==> src/rtl/usb_pkg.sv <==
`default_nettype none
// ============================================================================
// usb_pkg : shared types and line-state constants for the USB FS transmitter
// Revision: 1.0
// ============================================================================
package usb_pkg;

  typedef enum logic [2:0] {
    ST_IDLE    = 3'd0,
    ST_SYNC    = 3'd1,
    ST_DATA    = 3'd2,
    ST_EOP_SE0 = 3'd3,
    ST_EOP_J   = 3'd4
  } tx_state_t;

  localparam logic [7:0] SYNC_BYTE   = 8'h80;
  localparam logic [2:0] STUFF_LIMIT = 3'd6;

  // {d_plus, d_minus}
  localparam logic [1:0] LINE_J   = 2'b10;
  localparam logic [1:0] LINE_K   = 2'b01;
  localparam logic [1:0] LINE_SE0 = 2'b00;

  function automatic logic [1:0] nrzi_next(input logic [1:0] line, input logic raw);
    logic [1:0] result;
    if (raw) begin
      result = line;
    end else begin
      result = (line == LINE_J) ? LINE_K : LINE_J;
    end
    return result;
  endfunction

endpackage
`default_nettype wire

==> src/rtl/usb_tx_timer.sv <==
`default_nettype none
// ============================================================================
// usb_tx_timer : bit-period divider with start/end strobes and a clear input
// Revision: 1.0
// ============================================================================
module usb_tx_timer
  import usb_pkg::*;
#(
  parameter int CLKS_PER_BIT = 4
) (
  input  logic clk,
  input  logic n_rst,
  input  logic clear,
  output logic bit_start,
  output logic bit_end,
  output logic pre_end
);

  localparam int CW = (CLKS_PER_BIT > 2) ? $clog2(CLKS_PER_BIT) : 1;

  logic [CW-1:0] cnt;

  always_ff @(posedge clk or negedge n_rst) begin
    if (!n_rst) begin
      cnt <= '0;
    end else if (clear || bit_end) begin
      cnt <= '0;
    end else begin
      cnt <= cnt + CW'(1);
    end
  end

  assign bit_start = (cnt == '0);
  assign bit_end   = (cnt == CW'(CLKS_PER_BIT - 1));
  // one cycle ahead of bit_end, lets registered handshakes land on the last cycle
  assign pre_end   = (cnt == CW'(CLKS_PER_BIT - 2));

endmodule
`default_nettype wire

==> src/rtl/usb_tx_encoder.sv <==
`default_nettype none
// ============================================================================
// usb_tx_encoder : USB full-speed packet serializer (SYNC, NRZI, stuffing, EOP)
// Revision: 1.0
// ============================================================================
module usb_tx_encoder
  import usb_pkg::*;
#(
  parameter int CLKS_PER_BIT = 4
) (
  input  logic       clk,
  input  logic       n_rst,
  input  logic       tx_valid,
  input  logic [7:0] tx_data,
  input  logic       tx_last,
  output logic       tx_ready,
  output logic       d_plus,
  output logic       d_minus,
  output logic       tx_busy,
  output logic       tx_done,
  output logic       tx_error
);

  tx_state_t  state, state_next;
  logic [2:0] bit_idx, bit_idx_next;
  logic [2:0] ones, ones_next;
  logic [7:0] shift, shift_next;
  logic       last, last_next;
  logic       aborted, aborted_next;
  logic [1:0] line, line_next;
  logic       ready_next, busy_next, done_next, error_next;
  logic       bit_start, bit_end, pre_end;
  logic       in_payload, stuff_due, need_byte;

  usb_tx_timer #(
    .CLKS_PER_BIT(CLKS_PER_BIT)
  ) u_timer (
    .clk      (clk),
    .n_rst    (n_rst),
    .clear    (state == ST_IDLE),
    .bit_start(bit_start),
    .bit_end  (bit_end),
    .pre_end  (pre_end)
  );

  assign line       = {d_plus, d_minus};
  assign in_payload = (state == ST_SYNC) || (state == ST_DATA);
  assign stuff_due  = in_payload && (ones == STUFF_LIMIT);
  assign need_byte  = in_payload && (bit_idx == 3'd7) && !stuff_due &&
                      !((state == ST_DATA) && last);

  always_ff @(posedge clk or negedge n_rst) begin
    if (!n_rst) begin
      state    <= ST_IDLE;
      bit_idx  <= '0;
      ones     <= '0;
      shift    <= '0;
      last     <= 1'b0;
      aborted  <= 1'b0;
      d_plus   <= 1'b1;
      d_minus  <= 1'b0;
      tx_ready <= 1'b0;
      tx_busy  <= 1'b0;
      tx_done  <= 1'b0;
      tx_error <= 1'b0;
    end else begin
      state    <= state_next;
      bit_idx  <= bit_idx_next;
      ones     <= ones_next;
      shift    <= shift_next;
      last     <= last_next;
      aborted  <= aborted_next;
      d_plus   <= line_next[1];
      d_minus  <= line_next[0];
      tx_ready <= ready_next;
      tx_busy  <= busy_next;
      tx_done  <= done_next;
      tx_error <= error_next;
    end
  end

  always_comb begin
    state_next = state;
    case (state)
      ST_IDLE:    if (tx_valid) state_next = ST_SYNC;
      ST_SYNC,
      ST_DATA:    if (bit_end && !stuff_due && (bit_idx == 3'd7)) begin
                    state_next = (need_byte && tx_ready) ? ST_DATA : ST_EOP_SE0;
                  end
      ST_EOP_SE0: if (bit_end && (bit_idx == 3'd1)) state_next = ST_EOP_J;
      ST_EOP_J:   if (bit_end) state_next = ST_IDLE;
      default:    state_next = ST_IDLE;
    endcase
  end

  always_comb begin
    bit_idx_next = bit_idx;
    ones_next    = ones;
    shift_next   = shift;
    last_next    = last;
    aborted_next = aborted;
    line_next    = line;
    ready_next   = 1'b0;
    done_next    = 1'b0;
    error_next   = 1'b0;
    busy_next    = (state_next != ST_IDLE);
    case (state)
      ST_IDLE: begin
        if (tx_valid) begin
          shift_next   = SYNC_BYTE;
          bit_idx_next = '0;
          ones_next    = SYNC_BYTE[0] ? 3'd1 : 3'd0;
          line_next    = nrzi_next(LINE_J, SYNC_BYTE[0]);
          last_next    = 1'b0;
          aborted_next = 1'b0;
        end
      end
      ST_SYNC, ST_DATA: begin
        ready_next = pre_end && need_byte && tx_valid;
        if (bit_end) begin
          if (stuff_due) begin
            line_next = nrzi_next(line, 1'b0);
            ones_next = '0;
          end else if (bit_idx != 3'd7) begin
            shift_next   = {1'b0, shift[7:1]};
            bit_idx_next = bit_idx + 3'd1;
            line_next    = nrzi_next(line, shift[1]);
            ones_next    = shift[1] ? ones + 3'd1 : 3'd0;
          end else if (need_byte && tx_ready) begin
            shift_next   = tx_data;
            last_next    = tx_last;
            bit_idx_next = '0;
            line_next    = nrzi_next(line, tx_data[0]);
            ones_next    = tx_data[0] ? ones + 3'd1 : 3'd0;
          end else begin
            // either the final byte is out or the source ran dry
            line_next    = LINE_SE0;
            bit_idx_next = '0;
            if (need_byte) begin
              error_next   = 1'b1;
              aborted_next = 1'b1;
            end
          end
        end
      end
      ST_EOP_SE0: begin
        if (bit_end) begin
          if (bit_idx == 3'd1) begin
            line_next    = LINE_J;
            bit_idx_next = '0;
          end else begin
            bit_idx_next = bit_idx + 3'd1;
          end
        end
      end
      ST_EOP_J: begin
        if (bit_end) begin
          done_next    = !aborted;
          ones_next    = '0;
          shift_next   = '0;
          bit_idx_next = '0;
          last_next    = 1'b0;
        end
      end
      default: ;
    endcase
  end

  a_line_on_bit_start: assert property (@(posedge clk) disable iff (!n_rst)
    !$stable({d_plus, d_minus}) |-> bit_start);

endmodule
`default_nettype wire

==> config.mk <==
export PLATFORM = sky130hd
export DESIGN_NAME = usb_tx_encoder
export DESIGN_NICKNAME = d
export VERILOG_FILES = /design/src/rtl/usb_pkg.sv /design/src/rtl/usb_tx_timer.sv /design/src/rtl/usb_tx_encoder.sv
export SDC_FILE = /design/constraint.sdc
export NUM_CORES = 1
export LEC_CHECK = 0
export BUFFER_PORTS_ARGS = -buffer_cell sky130_fd_sc_hd__buf_2
export CORE_ASPECT_RATIO = 1.5
export CORE_UTILIZATION = 62
export DETAILED_ROUTE_END_ITERATION = 8
export PLACE_DENSITY = 0.84
export SKIP_LAST_GASP = 1
export SYNTH_ARGS = -nofsm -noshare
export SYNTH_HDL_FRONTEND = slang
export SYNTH_SLANG_ARGS = --single-unit
export TNS_END_PERCENT = 5
==> constraint.sdc <==
create_clock -name clk -period 3.4 [get_ports clk]
set_clock_uncertainty 0.2 [all_clocks]
set_input_delay 0.51 -clock clk [delete_from_list [all_inputs] [get_ports clk]]
set_output_delay 0.51 -clock clk [all_outputs]
set_load 0.02 [all_outputs]
==> results.toml <==
[timing]
min_period_over_period = 0.726
worst_slew_pin_slew_ns = 0.711
setup_viol = 0
rsz0062_at_grt = "false"
relSlewSlack = 0.526
setup_tns_ns = 0
clock.fmax_mhz = 405
final.min_clock_period_ns = 2.47
hold_violations = 0
maxSlewViolCount = 0
setup_ws_ns = 0.931

[die]
die_area_um2 = 2750
die_y_um = 63.8
io_pins = 18
core_area_um2 = 2420
fp.dieW_um = 43.2
row_count = 22
start_util = 0.651

[yosys]
netlist_instances = 155
synth_flop_cell = "dfrtp_1"
ys_types = 43
synth-async-reset-ratio = 1.00
synth_top_area_cell = "dfrtp_1"
ys_ff_latch = 26
ys_seq_area_frac = 0.413
synth_top_area_frac = 0.397
synthesis.nets = 174
ys_top_cells_by_area = "dfrtp_1 40%, mux2i_1 6.3%, ha_1 5.6%"
syn_area_um2 = 1580
yosysWarnings = 0
syn_avg_cell_area_um2 = 10.2
synth-edff-count = 0

[worst_setup_path]
rr_worst_depth = 6
cp-end-kind = "flop"
crit_arrival_ns = 2.50
worstReg2RegEnd = "shift[7]$_DFFE_PN0P_"
start_kind = "flop"
critPathSlowestCell = "dfrtp_1"
cp-startpoint = "state[1]$_DFF_PN0_"
reg2reg_setup_slack_ns = 0.93
cp.buffers_inverters = 1
crit_path_max_incr_delay_ns = 0.68
rr_startpoint = "state[1]$_DFF_PN0_"
crit_family = "flip-flops"
crit_path_cell_trace = "xor2_1 -> nand2_1 -> a21oi_2 -> buf_4 -> nor2_1 -> mux2_1"
crit_type = "flop to flop"
crit_fanout = 14
cp_data_required_time_ns = 3.44

[clock_tree]
clock-sinks = 26
h-tree-depth = 1
clock_path_buffers = 2
cts_buffers = 3
path_clk_slew_ns = 0.15
clock_latency_ns = 0.33
tritoncts = "done"
cts_root_buf = "clkbuf_4"

[layout]
ff_latch_area_um2 = 652
final_nets = 190
nFillCells = 189
antenna_cells = 0
final_layout_size_suffix_gt1_frac = 0.224
area_growth_pct = 6.98
multiInputGateArea_um2 = 840

[placed_design]
pre_cts_slack_ns = 0.993
gp_congestion = 0.896
port_buffers = 17
dp_hpwl_mm = 2.35

[power_and_ir_drop]
p_per_area_nw_per_um2 = 724
vdd_drop_max_v = 0.000678
leakagePower_nw = 0.738

[global_route]
grt_pass1_wl_mm = 5.27
grt_pass1_vias = 1202
grt_start_max_net_pins = 27
antenna_found_initial = 0
grt-ovfl-total = 0
grt_usage = 0.249

[drt]
wirelength_mm = 3.21
drtIter0Drc = 56
final_antenna_net_count = 0
dr.pass1.iters = 5
wl_per_cell_um = 16.5
via_per_inst = 6.44
vias = 1249
drc = 0

[worst_hold_path]
holdPathStages = 3
hold_class = "primary input to flop"
min-delay-start = "tx_last"
holdPathEnd = "last$_DFFE_PN0P_"

[outcome]
status = "finished, final reports clean"

[job]
cap_violations = 0
-- sequential cells by signal, summed over array words and instances (netlist names), 2 cells and up --
register     flops
u_timer.cnt      2
shift            7
bit_idx          3
state            3
ones             3
-- metal layers --
| layer | global-route usage | wire (um) | vias up |
|---|---|---|---|
| met5 | 0 | 0 | - |
| met4 | 0.0985 | 71 | 0 |
| met3 | 0.0282 | 140 | 10 |
| met2 | 0.440 | 1700 | 49 |
| met1 | 0.299 | 1300 | 588 |
| li1 | - | - | 602 |
-- placed cells by master, fill, tap and decap left out, types with 2 or more instances in the layout --
cell,count
nor3_1,4
ha_1,7
dfrtp_1,25
nand2_1,13
o22ai_1,4
nor2b_1,3
nand3_1,4
a31oi_1,3
and2_1,2
o21ai_1,10
inv_1,6
clkbuf_4,3
mux2i_1,10
nand2b_1,4
nor2_1,8
a21oi_1,5
o41ai_1,2
o41ai_2,4
mux2_1,3
a21oi_2,2
o211ai_1,3
o21ai_0,5
buf_2,17
-- final cells by class --
type                            count  area share
Multi-Input combinational cell    114       0.498
Clock buffer                        4      0.0215
Inverter                            7      0.0156
Timing Repair Buffer               19      0.0608
Tap cell                           24      0.0178
Sequential cell                    26       0.386
-- cell usage after synthesis (4+ instances only) --
master    count
a21oi_1       5
buf_2         5
dfrtp_1      25
ha_1          7
inv_1         6
mux2i_1      10
nand2_1      13
nand2b_1      4
nand3_1       4
nor2_1        8
nor3_1        4
o21ai_0       5
o21ai_1      10
o22ai_1       4
o41ai_2       4
-- per-stage QoR --
step | hold slack, ns | utilization | cell area, um^2 | instances | power, mW
after floorplan | 0.0144 | - | 1580 | 155 | 0.961
after global placement | 0.228 | 0.677 | 1640 | 189 | 1.02
after detailed placement | 0.238 | 0.677 | 1640 | 189 | 1.06
after CTS | 0.223 | 0.696 | 1690 | 194 | 1.22
after global routing | 0.238 | 0.696 | 1690 | 194 | 1.30
final | 0.211 | 0.696 | 1690 | 194 | 1.22
-- repair_timing --
action,CTS,global route
gates resized for setup,0,0
buffers inserted,0,0
hold endpoints to repair,25,0
hold buffers,1,0
-- worst register-to-register path, cell delays in order, from the launching register on --
cell and delay [ns]:
dfrtp_1 0.68, xor2_1 0.31, nand2_1 0.38, a21oi_2 0.22, buf_4 0.22, nor2_1 0.06
mux2_1 0.31
-- worst max-delay path by stage --
stage | depth (start not counted) | to | slack [ns]
6_report | 6 | shift[7]$_DFFE_PN0P_ | 0.93
4_1_cts | 7 | shift[7]$_DFFE_PN0P_ | 0.99
2_1_floorplan | 6 | d_minus$_DFFE_PN0P_ | 1.46
5_1_grt | 6 | shift[7]$_DFFE_PN0P_ | 0.76
3_3_place_gp | 6 | shift[7]$_DFFE_PN0P_ | 1.08
3_5_place_dp | 7 | shift[7]$_DFFE_PN0P_ | 0.99
-- cells by family (layout without fill, tap and decap cells) --
logic type      Yosys count  count (layout)  synth area share
mux                      13              13            0.0849
buf+inv                  15              30            0.0540
flops                    26              26             0.413
compound gates           47              47             0.226
fa+ha+maj                 8               8            0.0619
simple gates             45              45             0.154
xor+xnor                  1               1           0.00556
-- power by group --
| group | switching, mW | total [mW] | internal, mW | leakage (nW) |
|---|---|---|---|---|
| sequential | 0.0939 | 0.495 | 0.401 | 0.342 |
| clock | 0.0961 | 0.162 | 0.0656 | 0.0210 |
| combinational | 0.339 | 0.564 | 0.225 | 0.375 |
Power figures use the tool's default switching activity.
